`config.mk`:
```
export PLATFORM = sky130hd
export DESIGN_NAME = exu_fpu_resp
export DESIGN_NICKNAME = d
export VERILOG_FILES = /design/src/rtl/exu_fpu_resp.sv
export SDC_FILE = /design/constraint.sdc
export NUM_CORES = 1
export LEC_CHECK = 0
export BUFFER_PORTS_ARGS = -buffer_cell sky130_fd_sc_hd__buf_2
export CORE_MARGIN = 10
export CORE_UTILIZATION = 50
export CTS_BUF_LIST = sky130_fd_sc_hd__clkbuf_4
export CTS_CLUSTER_DIAMETER = 40
export DETAILED_ROUTE_END_ITERATION = 16
export HOLD_SLACK_MARGIN = 0.02
export PLACE_DENSITY = 0.83
export SYNTH_ARGS = -nofsm -noshare
export SYNTH_HDL_FRONTEND = slang
export SYNTH_SLANG_ARGS = --single-unit
```
`constraint.sdc`:
```
create_clock -name clk -period 7.9 [get_ports clk]
set_input_delay 0.79 -clock clk [delete_from_list [all_inputs] [get_ports clk]]
set_output_delay 0.79 -clock clk [all_outputs]
set_load 0.1 [all_outputs]
```
`src/rtl/exu_fpu_resp.sv`:
```
// exu_fpu_resp
//   Response-side collector for the FP32 execution unit. It accepts completed
//   results from the FPU over a valid/ready handshake and buffers them in a
//   small FIFO. It presents the head entry to the writeback port over its own
//   valid/ready handshake. It accrues IEEE exception flags as entries retire,
//   and it backpressures the FPU while the FIFO is full.
//
//   Optional feature: define EXU_FPU_RESP_BYPASS_EN to let a result arriving
//   at an empty collector reach writeback in the same cycle.
//
//   Parameters
//     DEPTH  FIFO entries (power of two, >= 2)
//     TAG_W  tag width (destination register index)
//
//   Ports
//     clk, rst        core clock, asynchronous active-high reset
//     flush           discard every buffered result
//     fpu_out_valid   FPU result valid
//     fpu_out_ready   collector can accept a result
//     fpu_result      FP32 result
//     fpu_status      {NV,DZ,OF,UF,NX}
//     fpu_tag         result tag
//     wb_valid        writeback entry valid
//     wb_ready        writeback accepts entry
//     wb_data         head-entry result
//     wb_tag          head-entry tag
//     wb_status       head-entry status
//     fflags_clr      clear accrued flags (CSR write)
//     fflags          sticky OR of retired status
//     count           occupancy
//     fpu_pending     count != 0
module exu_fpu_resp #(
    parameter int DEPTH = 2,
    parameter int TAG_W = 5
) (
    input  logic                       clk,
    input  logic                       rst,
    input  logic                       flush,
    input  logic                       fpu_out_valid,
    output logic                       fpu_out_ready,
    input  logic [31:0]                fpu_result,
    input  logic [4:0]                 fpu_status,
    input  logic [TAG_W-1:0]           fpu_tag,
    output logic                       wb_valid,
    input  logic                       wb_ready,
    output logic [31:0]                wb_data,
    output logic [TAG_W-1:0]           wb_tag,
    output logic [4:0]                 wb_status,
    input  logic                       fflags_clr,
    output logic [4:0]                 fflags,
    output logic [$clog2(DEPTH):0]     count,
    output logic                       fpu_pending
);

    localparam int PW = $clog2(DEPTH);
    localparam int CW = PW + 1;

    typedef struct packed {
        logic [31:0]      data;
        logic [TAG_W-1:0] tag;
        logic [4:0]       status;
    } entry_t;

    entry_t          mem [DEPTH];
    logic [PW-1:0]   wr_ptr;
    logic [PW-1:0]   rd_ptr;
    logic [CW-1:0]   count_q;
    logic [4:0]      fflags_q;

    logic            not_empty;
    logic            push;
    logic            fifo_pop;
    logic            retire;
    logic            bypass_hit;
    logic            bypass_retire;

    assign not_empty = (count_q != '0);

`ifdef EXU_FPU_RESP_BYPASS_EN
    // An empty collector forwards an arriving result straight to writeback.
    // If writeback takes it that cycle, it never occupies a FIFO slot.
    assign bypass_hit    = ~not_empty & fpu_out_valid & ~flush;
    assign bypass_retire = bypass_hit & wb_ready;
`else
    assign bypass_hit    = 1'b0;
    assign bypass_retire = 1'b0;
`endif

    // Ready depends on registered occupancy only. While the FIFO is full, a
    // same-cycle pop does not reopen ready.
    assign fpu_out_ready = (count_q < CW'(DEPTH));
    assign wb_valid      = (not_empty & ~flush) | bypass_hit;
    assign fifo_pop      = not_empty & ~flush & wb_ready;
    assign retire        = wb_valid & wb_ready;
    assign push          = fpu_out_valid & fpu_out_ready & ~flush & ~bypass_retire;

    assign count       = count_q;
    assign fpu_pending = not_empty;
    assign fflags      = fflags_q;

    always_comb begin
        wb_data   = '0;
        wb_tag    = '0;
        wb_status = '0;
        if (not_empty) begin
            wb_data   = mem[rd_ptr].data;
            wb_tag    = mem[rd_ptr].tag;
            wb_status = mem[rd_ptr].status;
        end else if (bypass_hit) begin
            wb_data   = fpu_result;
            wb_tag    = fpu_tag;
            wb_status = fpu_status;
        end
    end

    always_ff @(posedge clk) begin
        if (push) begin
            mem[wr_ptr] <= '{data: fpu_result, tag: fpu_tag, status: fpu_status};
        end
    end

    always_ff @(posedge clk or posedge rst) begin
        if (rst) begin
            wr_ptr  <= '0;
            rd_ptr  <= '0;
            count_q <= '0;
        end else if (flush) begin
            wr_ptr  <= '0;
            rd_ptr  <= '0;
            count_q <= '0;
        end else begin
            if (push) begin
                wr_ptr <= wr_ptr + PW'(1);
            end
            if (fifo_pop) begin
                rd_ptr <= rd_ptr + PW'(1);
            end
            if (push && !fifo_pop) begin
                count_q <= count_q + CW'(1);
            end else if (fifo_pop && !push) begin
                count_q <= count_q - CW'(1);
            end
        end
    end

    // A clear and a retire in the same cycle keep the retiring flags.
    always_ff @(posedge clk or posedge rst) begin
        if (rst) begin
            fflags_q <= '0;
        end else begin
            fflags_q <= (fflags_clr ? 5'b0 : fflags_q) | (retire ? wb_status : 5'b0);
        end
    end

endmodule
```
==> metrics.yaml <==
peakVddDrop_mv: 0.146
place.gp.congestion: 0.741
first_global_vias: 2296
synthArstFlopShare_pct: 9.68
post_cts_buffers: 0
reg2reg_slack_ps: 5990
drive_above_1_share_pct: 37.9
finClkSkew_ps: 13.7
cts_hold_buffers: 0
syn_nets: 269
avgRoutedWirePerCell_um: 17.3
ys_ff_latch: 93
wl_um: 7390
ys_warn_count: 0
yosys-top-cells-count: "84 x edfxtp_1, 45 x nor2_1, 43 x mux2i_1"
area_delta_synth_final_pct: 20.0
fmax_ghz: 0.311
clock_latency_ps: 410
postRouteAntennaNets: 0
htree_num_levels: 3
grt_setup_unrepaired: "no"
crit_type: "register to primary output"
ys_seq_area_share_pct: 75.9
hp-class: "input port to asynchronous set/reset pin"
synth.cell_area_um2: 3620
arrival_ps: 2420
syn_area_per_cell_um2: 16.4
cts-root-buf: "clkbuf_4"
cp_max_fo: 22
slew_headroom_pct: 25.5
max_cap_violations: 0
required_ps: 7110
pin_count: 100
grt.overflow.total: 0
start_util_pct: 52.4
finalCritPeriodShare_pct: 40.7
report.final.slew_viol_count: 0
fin_setup_tns_ps: 0
nets: 373
synth_top_area_share_pct: 69.7
synth_cell_types: 24
dp_hpwl_um: 5220
worst_slack_ps: 4690
antenna_found_initial: 1
cts_buffers: 9
yosysTopAreaCell: "edfxtp_1"
yosysMostFrequentCell: "edfxtp_1"
die_h_um: 105
post-place-ws_ps: 5100
port_buffers: 99
cts_buffer_depth: 2
worstMarginPinSlew_ps: 1110
drc: 0
cts_resized: 0
clk_pin_slew_ps: 140
viasPerCell: 4.96
grt.total_usage_pct: 13.5
drtIter0Drc: 56
outcome: "finished clean"
cts_tree: "yes"
hold_slack_ps: 319
timing.final.hold_violations: 0
synthTopCellsByArea: "edfxtp_1 70%, mux2i_1 12%, dfrtp_1 6.2%"
dieArea_um2: 11000
synth-edff-count: 84
drtPass1Iterations: 4
dieWidth_um: 105
end_kind: "primary output"
fp-row-count: 30
core_um2: 6910
powerDensity_nw_per_um2: 247
grt_max_degree: 50
p_leak_nw: 1.70
synthCells: 221
grt_pass1_wl_um: 11700
vias: 2119
setup_violations: 0
cp-start-kind: "register"
period_needed_ps: 3210
fillers: 558
synthFlopType: "edfxtp_1"
numClockSinks: 93
cell type report:
| class | count | area [um^2] | share of cell area (%) |
|---|---|---|---|
| sequential | 93 | 2750 | 63.3 |
| multi-input combinational | 109 | 773 | 17.8 |
| timing repair buffer | 104 | 533 | 12.3 |
| tap | 96 | 120 | 2.77 |
| clock buffer | 9 | 67.6 | 1.56 |
| clock inverter | 7 | 66.3 | 1.53 |
| inverter | 8 | 30.0 | 0.692 |
| antenna | 1 | 2.50 | 0.0576 |
report_power, final:
group / internal [mW] / switching (mW)
clock network: 0.0945 / 0.148
logic: 0.0473 / 0.211
registers: 0.559 / 0.0118
final timing paths:
kind | end | cells past startpoint | start
setup / recovery | wb_status[4] | 4 | rd_ptr
hold / removal | fflags[3] | 2 | rst
setup reg to reg | fflags[4] | 4 | count[1]
hold reg to reg | fflags[2] | 2 | fflags[2]
max in group asynchronous | rd_ptr | 2 | rst
min in group clk | fflags[2] | 2 | fflags[2]
sequential cells by signal (all words and copies together) (netlist names):
| signal | cells |
|---|---|
| count | 2 |
| fflags | 5 |
| mem | 84 |
| rd_ptr | 1 |
| wr_ptr | 1 |
metal layers:
layer / vias up / GRT usage (%) / wire (um)
li1: 1023 / - / -
met1: 1016 / 14.7 / 3030
met2: 69 / 23.2 / 3760
met3: 11 / 4.85 / 481
met4: 0 / 5.88 / 121
met5: - / 0 / 0
worst max-delay path, cell delays in order (launching register included):
cell and delay, ps:
dfrtp_2 800, buf_4 490, mux2i_1 170, nor2_1 100, buf_2 440
cells by family (layout without fill, tap and decap cells):
kind of cell	Yosys count	after routing	share of synthesized area [%]
other	0	1	0
XOR/XNOR	2	2	0.484
AO/OA/AOI/OAI	10	10	1.97
flip-flops	93	93	75.9
multiplexers	43	43	11.9
buffers and inverters	19	128	3.11
AND/OR/NAND/NOR	54	54	6.60
through the flow:
step	util, %	std cells	cell area (um^2)	total power, mW
6_report	62.9	427	4340	1.07
5_1_grt	62.8	426	4340	1.12
4_1_cts	62.8	426	4340	1.08
3_5_place_dp	60.9	410	4210	0.843
3_3_place_gp	60.9	410	4210	0.838
2_1_floorplan	-	221	3620	0.797
cell usage in the layout, fill, tap and decap left out, drive strengths merged:
cell	instances
mux2i	43
a21o	1
a21oi	2
nand3b	1
nand2b	2
xor2	2
nor2	46
nor3b	1
nor3	1
clkbuf	9
clkinv	4
inv	8
edfxtp	84
diode	1
nand2	1
nor2b	2
bufinv	1
o21ai	2
dfrtp	9
clkinvlp	2
o32ai	5
buf	104
Note: power is estimated with default switching activity, not from simulation.
